===== src/rtl/vscale_mem_arbiter_pkg.sv =====
// Shared constants for the vscale instruction/data memory arbiter.
// Owner encodings, streak counter width and the reused vscale bus constants.
package vscale_mem_arbiter_pkg;

  localparam int XPR_LEN          = 32;
  localparam int MEM_TYPE_WIDTH   = 3;
  localparam logic [MEM_TYPE_WIDTH-1:0] MEM_TYPE_SW = 3'd2;

  localparam int ARB_STREAK_WIDTH = 4;

  typedef enum logic {
    ARB_OWNER_IMEM = 1'b0,
    ARB_OWNER_DMEM = 1'b1
  } arb_owner_e;

endpackage


===== src/rtl/vscale_mem_arbiter_grant.sv =====
// Combinational grant decision for the shared memory bus (vscale_arb_grant).
// Optional fetch-fairness streak limit enabled by VSCALE_ARB_FAIRNESS_EN.
module vscale_arb_grant
  import vscale_mem_arbiter_pkg::*;
#(
  parameter int MAX_D_STREAK = 4
) (
  input  logic                        dmem_en,
`ifdef VSCALE_ARB_FAIRNESS_EN
  input  logic                        mem_wait,
  input  logic [ARB_STREAK_WIDTH-1:0] d_streak_q,
  output logic [ARB_STREAK_WIDTH-1:0] d_streak_d,
`endif
  output logic                        d_grant,
  output logic                        d_lost
);

  if (MAX_D_STREAK < 1 || MAX_D_STREAK > 15) begin : g_bad_streak
    $error("MAX_D_STREAK must be in 1..15");
  end

`ifdef VSCALE_ARB_FAIRNESS_EN
  logic force_fetch;

  // After MAX_D_STREAK consecutive data grants one address phase goes to fetch.
  always_comb begin
    force_fetch = dmem_en && (d_streak_q == ARB_STREAK_WIDTH'(MAX_D_STREAK));
    d_grant     = dmem_en && !force_fetch;
    d_lost      = force_fetch;
    d_streak_d  = d_streak_q;
    if (!mem_wait) begin
      d_streak_d = d_grant ? d_streak_q + 1'b1 : '0;
    end
  end
`else
  always_comb begin
    d_grant = dmem_en;
    d_lost  = 1'b0;
  end
`endif

endmodule


===== src/rtl/vscale_mem_arbiter.sv =====
// Shares one pipelined memory bus between vscale's fetch and data ports.
// Define VSCALE_ARB_FAIRNESS_EN to bound consecutive data grants by MAX_D_STREAK.
module vscale_mem_arbiter
  import vscale_mem_arbiter_pkg::*;
#(
  parameter int MAX_D_STREAK = 4
) (
  input  logic                      clk,
  input  logic                      reset_n,
  input  logic [XPR_LEN-1:0]        imem_addr,
  output logic [XPR_LEN-1:0]        imem_rdata,
  output logic                      imem_wait,
  output logic                      imem_badmem_e,
  input  logic                      dmem_en,
  input  logic                      dmem_wen,
  input  logic [MEM_TYPE_WIDTH-1:0] dmem_size,
  input  logic [XPR_LEN-1:0]        dmem_addr,
  input  logic [XPR_LEN-1:0]        dmem_wdata_delayed,
  output logic [XPR_LEN-1:0]        dmem_rdata,
  output logic                      dmem_wait,
  output logic                      dmem_badmem_e,
  output logic                      mem_en,
  output logic                      mem_wen,
  output logic [MEM_TYPE_WIDTH-1:0] mem_size,
  output logic [XPR_LEN-1:0]        mem_addr,
  output logic [XPR_LEN-1:0]        mem_wdata,
  input  logic [XPR_LEN-1:0]        mem_rdata,
  input  logic                      mem_wait,
  input  logic                      mem_badmem_e
);

  arb_owner_e owner_q;
  logic       i_lost_q;
  logic       d_lost_q;
  logic       d_grant;
  logic       d_lost;

`ifdef VSCALE_ARB_FAIRNESS_EN
  logic [ARB_STREAK_WIDTH-1:0] d_streak_q;
  logic [ARB_STREAK_WIDTH-1:0] d_streak_d;
`endif

  vscale_arb_grant #(
    .MAX_D_STREAK (MAX_D_STREAK)
  ) u_grant (
    .dmem_en    (dmem_en),
`ifdef VSCALE_ARB_FAIRNESS_EN
    .mem_wait   (mem_wait),
    .d_streak_q (d_streak_q),
    .d_streak_d (d_streak_d),
`endif
    .d_grant    (d_grant),
    .d_lost     (d_lost)
  );

  // Ownership only advances once the current data phase has completed.
  always_ff @(posedge clk) begin
    if (!reset_n) begin
      owner_q  <= ARB_OWNER_IMEM;
      i_lost_q <= 1'b0;
      d_lost_q <= 1'b0;
    end else if (!mem_wait) begin
      owner_q  <= d_grant ? ARB_OWNER_DMEM : ARB_OWNER_IMEM;
      i_lost_q <= d_grant;
      d_lost_q <= d_lost;
    end
  end

`ifdef VSCALE_ARB_FAIRNESS_EN
  always_ff @(posedge clk) begin
    if (!reset_n) begin
      d_streak_q <= '0;
    end else begin
      d_streak_q <= d_streak_d;
    end
  end
`endif

  // Fetch always requests, so the bus is busy every cycle.
  always_comb begin
    mem_en   = 1'b1;
    mem_wen  = d_grant && dmem_wen;
    mem_size = d_grant ? dmem_size : MEM_TYPE_SW;
    mem_addr = d_grant ? dmem_addr : imem_addr;
  end

  // Status outputs are forced quiet while reset is asserted.
  always_comb begin
    mem_wdata     = dmem_wdata_delayed;
    imem_rdata    = mem_rdata;
    dmem_rdata    = mem_rdata;
    imem_wait     = reset_n && (i_lost_q || (owner_q == ARB_OWNER_IMEM && mem_wait));
    dmem_wait     = reset_n && (d_lost_q || (owner_q == ARB_OWNER_DMEM && mem_wait));
    imem_badmem_e = reset_n && owner_q == ARB_OWNER_IMEM && mem_badmem_e;
    dmem_badmem_e = reset_n && owner_q == ARB_OWNER_DMEM && mem_badmem_e;
  end

endmodule


===== config.mk =====
export PLATFORM = sky130hd
export DESIGN_NAME = vscale_mem_arbiter
export DESIGN_NICKNAME = d
export VERILOG_FILES = /design/src/rtl/vscale_mem_arbiter_pkg.sv /design/src/rtl/vscale_mem_arbiter_grant.sv /design/src/rtl/vscale_mem_arbiter.sv
export SDC_FILE = /design/constraint.sdc
export NUM_CORES = 1
export LEC_CHECK = 0
export BUFFER_PORTS_ARGS = -buffer_cell sky130_fd_sc_hd__clkbuf_2
export CORE_AREA = 2 2 105 107
export CTS_CLUSTER_DIAMETER = 80
export DETAILED_ROUTE_END_ITERATION = 12
export DIE_AREA = 0 0 107 109
export PLACE_DENSITY = 0.54
export SETUP_SLACK_MARGIN = 0.3
export SLEW_MARGIN = 20
export SYNTH_ARGS = -nofsm -noshare
export SYNTH_HDL_FRONTEND = slang
export SYNTH_HIERARCHICAL = 1
export SYNTH_SLANG_ARGS = --single-unit

===== constraint.sdc =====
create_clock -name clk -period 0.95 [get_ports clk]
set_input_delay 0 -clock clk [delete_from_list [all_inputs] [get_ports clk]]
set_output_delay 0 -clock clk [all_outputs]
set_load 0.01 [all_outputs]

After elaboration in Yosys (flattened, before gate mapping)
Index checks and enable logic that the tools add are counted.

Word-level logic and storage cells: 16. Output and inout bits: 137. Bits of input ports: 137. Register bits after elaboration: 2.

Muxes and demuxes: 3. Bitwise logic cells: 1. Reduce and logical (&&, ||, !) cells: 10.

Operators by type and width (count): 32-bit 2-to-1 mux (1); 1-bit logical AND (9); 3-bit 2-to-1 mux (1); 1-bit logical OR (1); 1-bit 2-to-1 mux (1); 1-bit NOT (1).

Longest topological paths before layout
Gate-level depths: netlist of the first run.

Depth in word-level cells: 4. Mapped depth: 4. Gate-level depth less buffers: 2.

Cells and area by module
Netlist of the first run, hierarchy kept.

By module, submodules not included: vscale_mem_arbiter (sequential area each 40.0 µm², cells each 150, area each 1382.6 µm², times used 1); vscale_arb_grant (sequential area each 0.0 µm², cells each 3, area each 18.8 µm², times used 1).

Worst setup path after synthesis of the first run
No wires, ideal clock.

Path type: in2out. Start point: input port dmem_en. End point: output port mem_addr[10]. Data arrival time: 0.698 ns. Stages on the path: 4. Path slack: 0.252 ns. Required time: 0.950 ns. Path buffers: 3. Cells stage by stage: buf_4 > buf_6 > buf_12 > mux2_4.

Word-level cells in the longest chain between the ends: 1.

Ends and longest elaborated chain: from (decl) (line vscale_mem_arbiter.sv:14) `input logic dmem_en,`; 32-bit 2-to-1 mux (line vscale_mem_arbiter.sv:84) `mem_addr = d_grant ? dmem_addr : imem_addr;`; to (decl) (line vscale_mem_arbiter.sv:25) `output logic [XPR_LEN-1:0] mem_addr,`.

Every way passes these cells.

Final worst setup path of the first run
Start point: register owner_q. End point: output port dmem_wait.

Word-level cells in the longest chain between the ends: 2.

Ends and longest elaborated chain: from (decl) (line vscale_mem_arbiter.sv:32) `arb_owner_e owner_q;`; from (signal assigned) (line vscale_mem_arbiter.sv:63) `owner_q <= d_grant ? ARB_OWNER_DMEM : ARB_OWNER_IMEM;`; 1-bit logical AND (2 in series) (line vscale_mem_arbiter.sv:93) `dmem_wait = reset_n && (d_lost_q || (owner_q == ARB_OWNER_DMEM && mem_wait));`; to (decl) (line vscale_mem_arbiter.sv:20) `output logic dmem_wait,`.

Every way passes these cells.

==> results of run 1 <==
-- worst max path at each step --
stage | cells after the start | end | from
finish | 3 | dmem_wait | owner_q
global placement | 4 | mem_addr[3] | dmem_en
CTS | 3 | dmem_wait | owner_q
floorplan | 4 | mem_addr[10] | dmem_en
detailed placement | 4 | mem_addr[3] | dmem_en
global route | 3 | dmem_wait | owner_q
-- logic make-up after synthesis --
kind of cell    after synthesis  share of synthesized area
other cells                   2                    0.00536
compound gates                2                    0.00893
mux                          34                      0.341
flops                         2                     0.0286
buf+inv                     103                      0.575
simple gates                 10                     0.0411
-- layout make-up --
class | instances | share of cell area
timing repair buffer | 123 | 0.536
multi-input combinational | 48 | 0.323
tap | 140 | 0.0947
sequential | 2 | 0.0244
clock buffer | 3 | 0.0223
-- Yosys cell counts, drive strengths merged --
library cell	number
mux2	32
conb	2
and2	3
nand2b	1
nor2	1
nand2	1
buf	103
a21oi	1
and3	1
o21a	1
dfxtp	2
nor2b	3
mux2i	2
-- metal layers --
metal  up-vias  wire length, µm
li1        442                -
met1       417             1170
met2       120             1820
met3        21              507
met4         0              146
met5         -                0
-- stage by stage --
step                total power, µW  instances  setup WS, ns
finish                         1280        316        0.0789
global route                   1370        316        0.0497
CTS                            1190        316        0.0737
detailed placement              697        304         0.116
global placement                689        304         0.128
floorplan                       849        153         0.275
-- flip-flops by register name, indices dropped and copies added, names as in the netlist --
| signal | flops |
|---|---|
| d_lost_q | 1 |
| owner_q | 1 |
-- report_power, final --
group | internal (µW) | leakage [µW] | switching [µW] | total, µW
clock | 268 | 0.0000216 | 62.9 | 330
combinational | 566 | 0.000965 | 286 | 853
sequential | 89.5 | 0.0000175 | 5.54 | 95.0
-- timing repair --
| item | 4_1_cts | 5_1_grt |
|---|---|---|
| pin swaps | 2 | 0 |
| gates cloned | 5 | 0 |
| setup endpoints to repair | 36 | 42 |
| buffers inserted | 4 | 0 |
| resized for setup | 17 | 65 |
-- cell usage in the layout, fill, tap and decap left out, drive strengths merged --
master / n
dfxtp: 2
mux2: 32
mux2i: 2
conb: 2
and3: 1
and2: 3
o21a: 1
nor2b: 3
nand2: 1
nor2: 1
a21oi: 1
clkbuf: 85
nand2b: 1
buf: 41
==> summary.txt, run 1 <==
crit path cell chain - a21oi_2 > nor2b_1 > buf_2
multi-input logic area - 597 µm²
Max Cap Viol - 0
fmax - 1150 MHz
area grow syn2layout - 32.0%
Die Footprint - 11700 µm²
outcome - finished, final reports clean
placed inst area - 1370 µm²
Hold WC Path Type - input port to output pin
fin util - 0.174
drc violations - 0
yosys warns - 6
leakage - 0.00100 µW
drt wl/cell - 11.5 µm
Slew Viols, Final - 0
Clock Path Buffers - 2
Sink Count - 2
vias in the first global route - 976
First-pass DRT Iterations - 2
final setup vio count - 0
Port Buf Inserts - 112
DRT antenna net count - 0
largest cells by area after synthesis - buf_4, mux2_4, mux2_2
Yosys reg bits - 2
Buf/Inv on CP - 1
r2r worst-path depth - 2
Seq/Total Area, Yosys - 0.0286
Max stage delay on crit path - 0.36 ns
GR peak layer - met2
CP required - 0.95 ns
Post-Synthesis Cells - 153
die height - 109 µm
worst path arrival time - 0.87 ns
Detail Placement HPWL - 2690 µm
Hold Buf Count CTS - 0
H-tree depth - 1
kind of critical path - flop to output pin
syn_area_per_cell - 9.16 µm²
Setup crit end kind - output pin
DR iter-0 viols - 15
final instance area - 1850 µm²
M3 GR Usage - 0.0251
Synth area leader - buf_4
FF-to-FF setup slack - 0.30 ns
Post-Route WL - 3650 µm
CTS tree - yes
WHS - 0.00000282 ns
setup total negative slack - 0 ns
Top Ports - 274
largest net degree at the start of global routing - 8
Final Hold Vio Count - 0
RSZ-0062 raised after global routing - yes
clk_lat worst skew - 0.21 ns
row count - 38
startpoint types - flop
Via-to-Cell Ratio - 3.16
Layout fillers - 1185
global placement routability congestion - 0.644
post-synth top area share - 0.530
vias - 1000
CTS clk-pin slew, worst paths - 0.03 ns
met1 Resource Use GR - 0.0547
# nets final - 315
initial core utilization - 0.132
Synth Net Count - 290
hold wc startpoint - dmem_wdata_delayed[25]
# diodes - 0
Reg-to-Reg End - owner_q
total CTS buffers - 3
share of layout cells above drive strength 1 - 0.938
Final period util - 0.917
first-pass GRT wire length - 4910 µm
Sequential Area - 45.0 µm²
GR Overflow Total - 0
delay-heaviest family, CP - flip-flops
Worst Hold Depth - 0
Die Wd - 107 µm
Max FO, Critical Path - 5
hold endpoint - mem_wdata[25]
CTS root buf - clkbuf_8
GRT Total Usage - 0.0567
met2 usage in global routing - 0.0992
Cell variety after synth - 16
reg-to-reg startpoint - owner_q
peak supply drop - 0.000534 V
cell area after synthesis - 1400 µm²
CP max-delay cell - dfxtp_4
post-layout minimum cycle time - 0.871 ns
core footprint - 10600 µm²
worst-case clock skew - 0 ns
P per Cell Area - 691 nW/µm²
initial antenna violation count - 0
Note: power is estimated with default switching activity, not from simulation.
==> inputs of run 2 (changes only) <==
--- a/config.mk
+++ b/config.mk
@@ -6,11 +6,11 @@
 export NUM_CORES = 1
 export LEC_CHECK = 0
 export BUFFER_PORTS_ARGS = -buffer_cell sky130_fd_sc_hd__clkbuf_2
-export CORE_AREA = 2 2 105 107
+export CORE_AREA = 2 2 107 109
 export CTS_CLUSTER_DIAMETER = 80
 export DETAILED_ROUTE_END_ITERATION = 12
-export DIE_AREA = 0 0 107 109
-export PLACE_DENSITY = 0.54
+export DIE_AREA = 0 0 109 111
+export PLACE_DENSITY = 0.53
 export SETUP_SLACK_MARGIN = 0.3
 export SLEW_MARGIN = 20
 export SYNTH_ARGS = -nofsm -noshare
==> constraint.sdc (replaced) <==
create_clock -name clk -period 1.1 [get_ports clk]
set_input_delay 0 -clock clk [delete_from_list [all_inputs] [get_ports clk]]
set_output_delay 0 -clock clk [all_outputs]
set_load 0.01 [all_outputs]
==> run 2 against run 1 <==
  * Core utilization fell by 3.4 points
  * Register-to-register slack improved by 0.14 ns
  * Setup slack improved by 0.17 ns
  * Clock power up 65%
  * Clock skew is the same
==> summary.txt, run 2 (synthesized netlist as in run 1, its figures left out) <==
# nets final - 309
Via-to-Cell Ratio - 3.02
vias in the first global route - 907
setup ws final - 0.251 ns
First-pass DRT Iterations - 4
kind of critical path - flop to output pin
first-pass GRT wire length - 4220 µm
reg-to-reg startpoint - owner_q
Die Wd - 109 µm
final setup vio count - 0
CTS tree - yes
area grow syn2layout - 10.8%
share of layout cells above drive strength 1 - 0.912
CP required - 1.10 ns
Post-CTS Setup Bufs - 0
GRT Total Usage - 0.0442
initial antenna violation count - 0
largest net degree at the start of global routing - 16
drt wl/cell - 10.8 µm
GR Overflow Total - 0
worst path arrival time - 0.85 ns
Inst Count DP - 307
Top Ports - 274
CTS clk-pin slew, worst paths - 0.03 ns
Die Footprint - 12100 µm²
RSZ-0062 raised after global routing - yes
CP startpoint - owner_q
die height - 111 µm
vias - 944
outcome - finished, final reports clean
Max Cap Viol - 0
Final Hold Vio Count - 0
Slew Viols, Final - 0
core footprint - 11100 µm²
leakage - 0.000866 µW
peak supply drop - 0.000379 V
Clock Path Buffers - 2
final instance area - 1550 µm²
Layout Cells excl Fill - 313
worst-case clock skew - 0 ns
Setup crit end kind - output pin
startpoint types - flop
fmax - 1180 MHz
most frequent cells in the layout - clkbuf_2, mux2_4, mux2_2
post-layout minimum cycle time - 0.849 ns
clk_lat worst skew - 0.22 ns
placed inst area - 1380 µm²
Final period util - 0.772
CTS root buf - clkbuf_16
setup total negative slack - 0 ns
DR iter-0 viols - 18
DRT antenna net count - 0
H-tree depth - 1
Hold WC Path Type - input port to output pin
Layout fillers - 1265
# diodes - 0
global placement routability congestion - 0.596
Sink Count - 2
drc violations - 0
total CTS buffers - 3
Detail Placement HPWL - 2670 µm
Port Buf Inserts - 112
Placement Setup Slack - 0.253 ns
initial core utilization - 0.127
Post-Route WL - 3380 µm
most common cell after layout, fill and taps aside - clkbuf_2
hold wc startpoint - dmem_wdata_delayed[30]
row count - 39
Sequential Area - 43.8 µm²
Max FO, Critical Path - 5
multi-input logic area - 564 µm²
P per Cell Area - 759 nW/µm²
biggest registers after layout - d_lost_q (1), owner_q (1)
==> run 2: cell count changes in the layout (fill, tap and decap cells not counted), sizes merged <==
cell,change
buf,-34
clkbuf,+28
==> run 2: final timing paths <==
check | end | slack [ns] | cells past startpoint
worst max register to register | owner_q | 0.44 | 2
worst min register to register | d_lost_q | 0.56 | 2
worst max-delay path | dmem_wait | 0.25 | 3
worst min-delay path | mem_wdata[30] | 0.000003 | 0
==> run 2: power breakdown <==
| group | internal (µW) | switching, µW | total (µW) |
|---|---|---|---|
| Clock | 462 | 81.3 | 544 |
| Combinational | 342 | 210 | 552 |
| Sequential | 76.8 | 4.91 | 81.7 |
| Total | 881 | 296 | 1180 |
==> run 2: repair_timing <==
item	4_1_cts	5_1_grt
setup endpoints to repair	23	26
gates cloned	1	2
hold endpoints to repair	0	0
pin swaps	1	0
hold buffers	0	0
resized for setup	6	6
==> run 2: per-layer routing <==
layer | vias to the layer above | part of all wire | GRT usage
met3 | 16 | 0.17 | 0.0270
met4 | 0 | 0.025 | 0.0222
met2 | 108 | 0.52 | 0.0828
li1 | 426 | - | -
met5 | - | 0 | 0
met1 | 394 | 0.28 | 0.0341
==> run 2: critical path: stages, from the launching register on <==
cell and delay, ns:
dfxtp_4 0.36, a21oi_2 0.05, nor2b_1 0.10, buf_2 0.13
==> run 2: layout make-up <==
type | count | area share
repair buffers | 117 | 0.445
multi-input cells | 48 | 0.363
well taps | 143 | 0.115
clock buffers | 3 | 0.0483
flip-flops and latches | 2 | 0.0282
==> run 2: through the flow <==
stage	hold slack (ns)	util	power [µW]
final	0.00000347	0.140	1180
after global routing	0.0000151	0.140	1260
after CTS	0.0000686	0.135	1170
after detailed placement	0.0000686	0.124	600
after global placement	0.0000686	0.124	592
after floorplan	0.0900	-	730
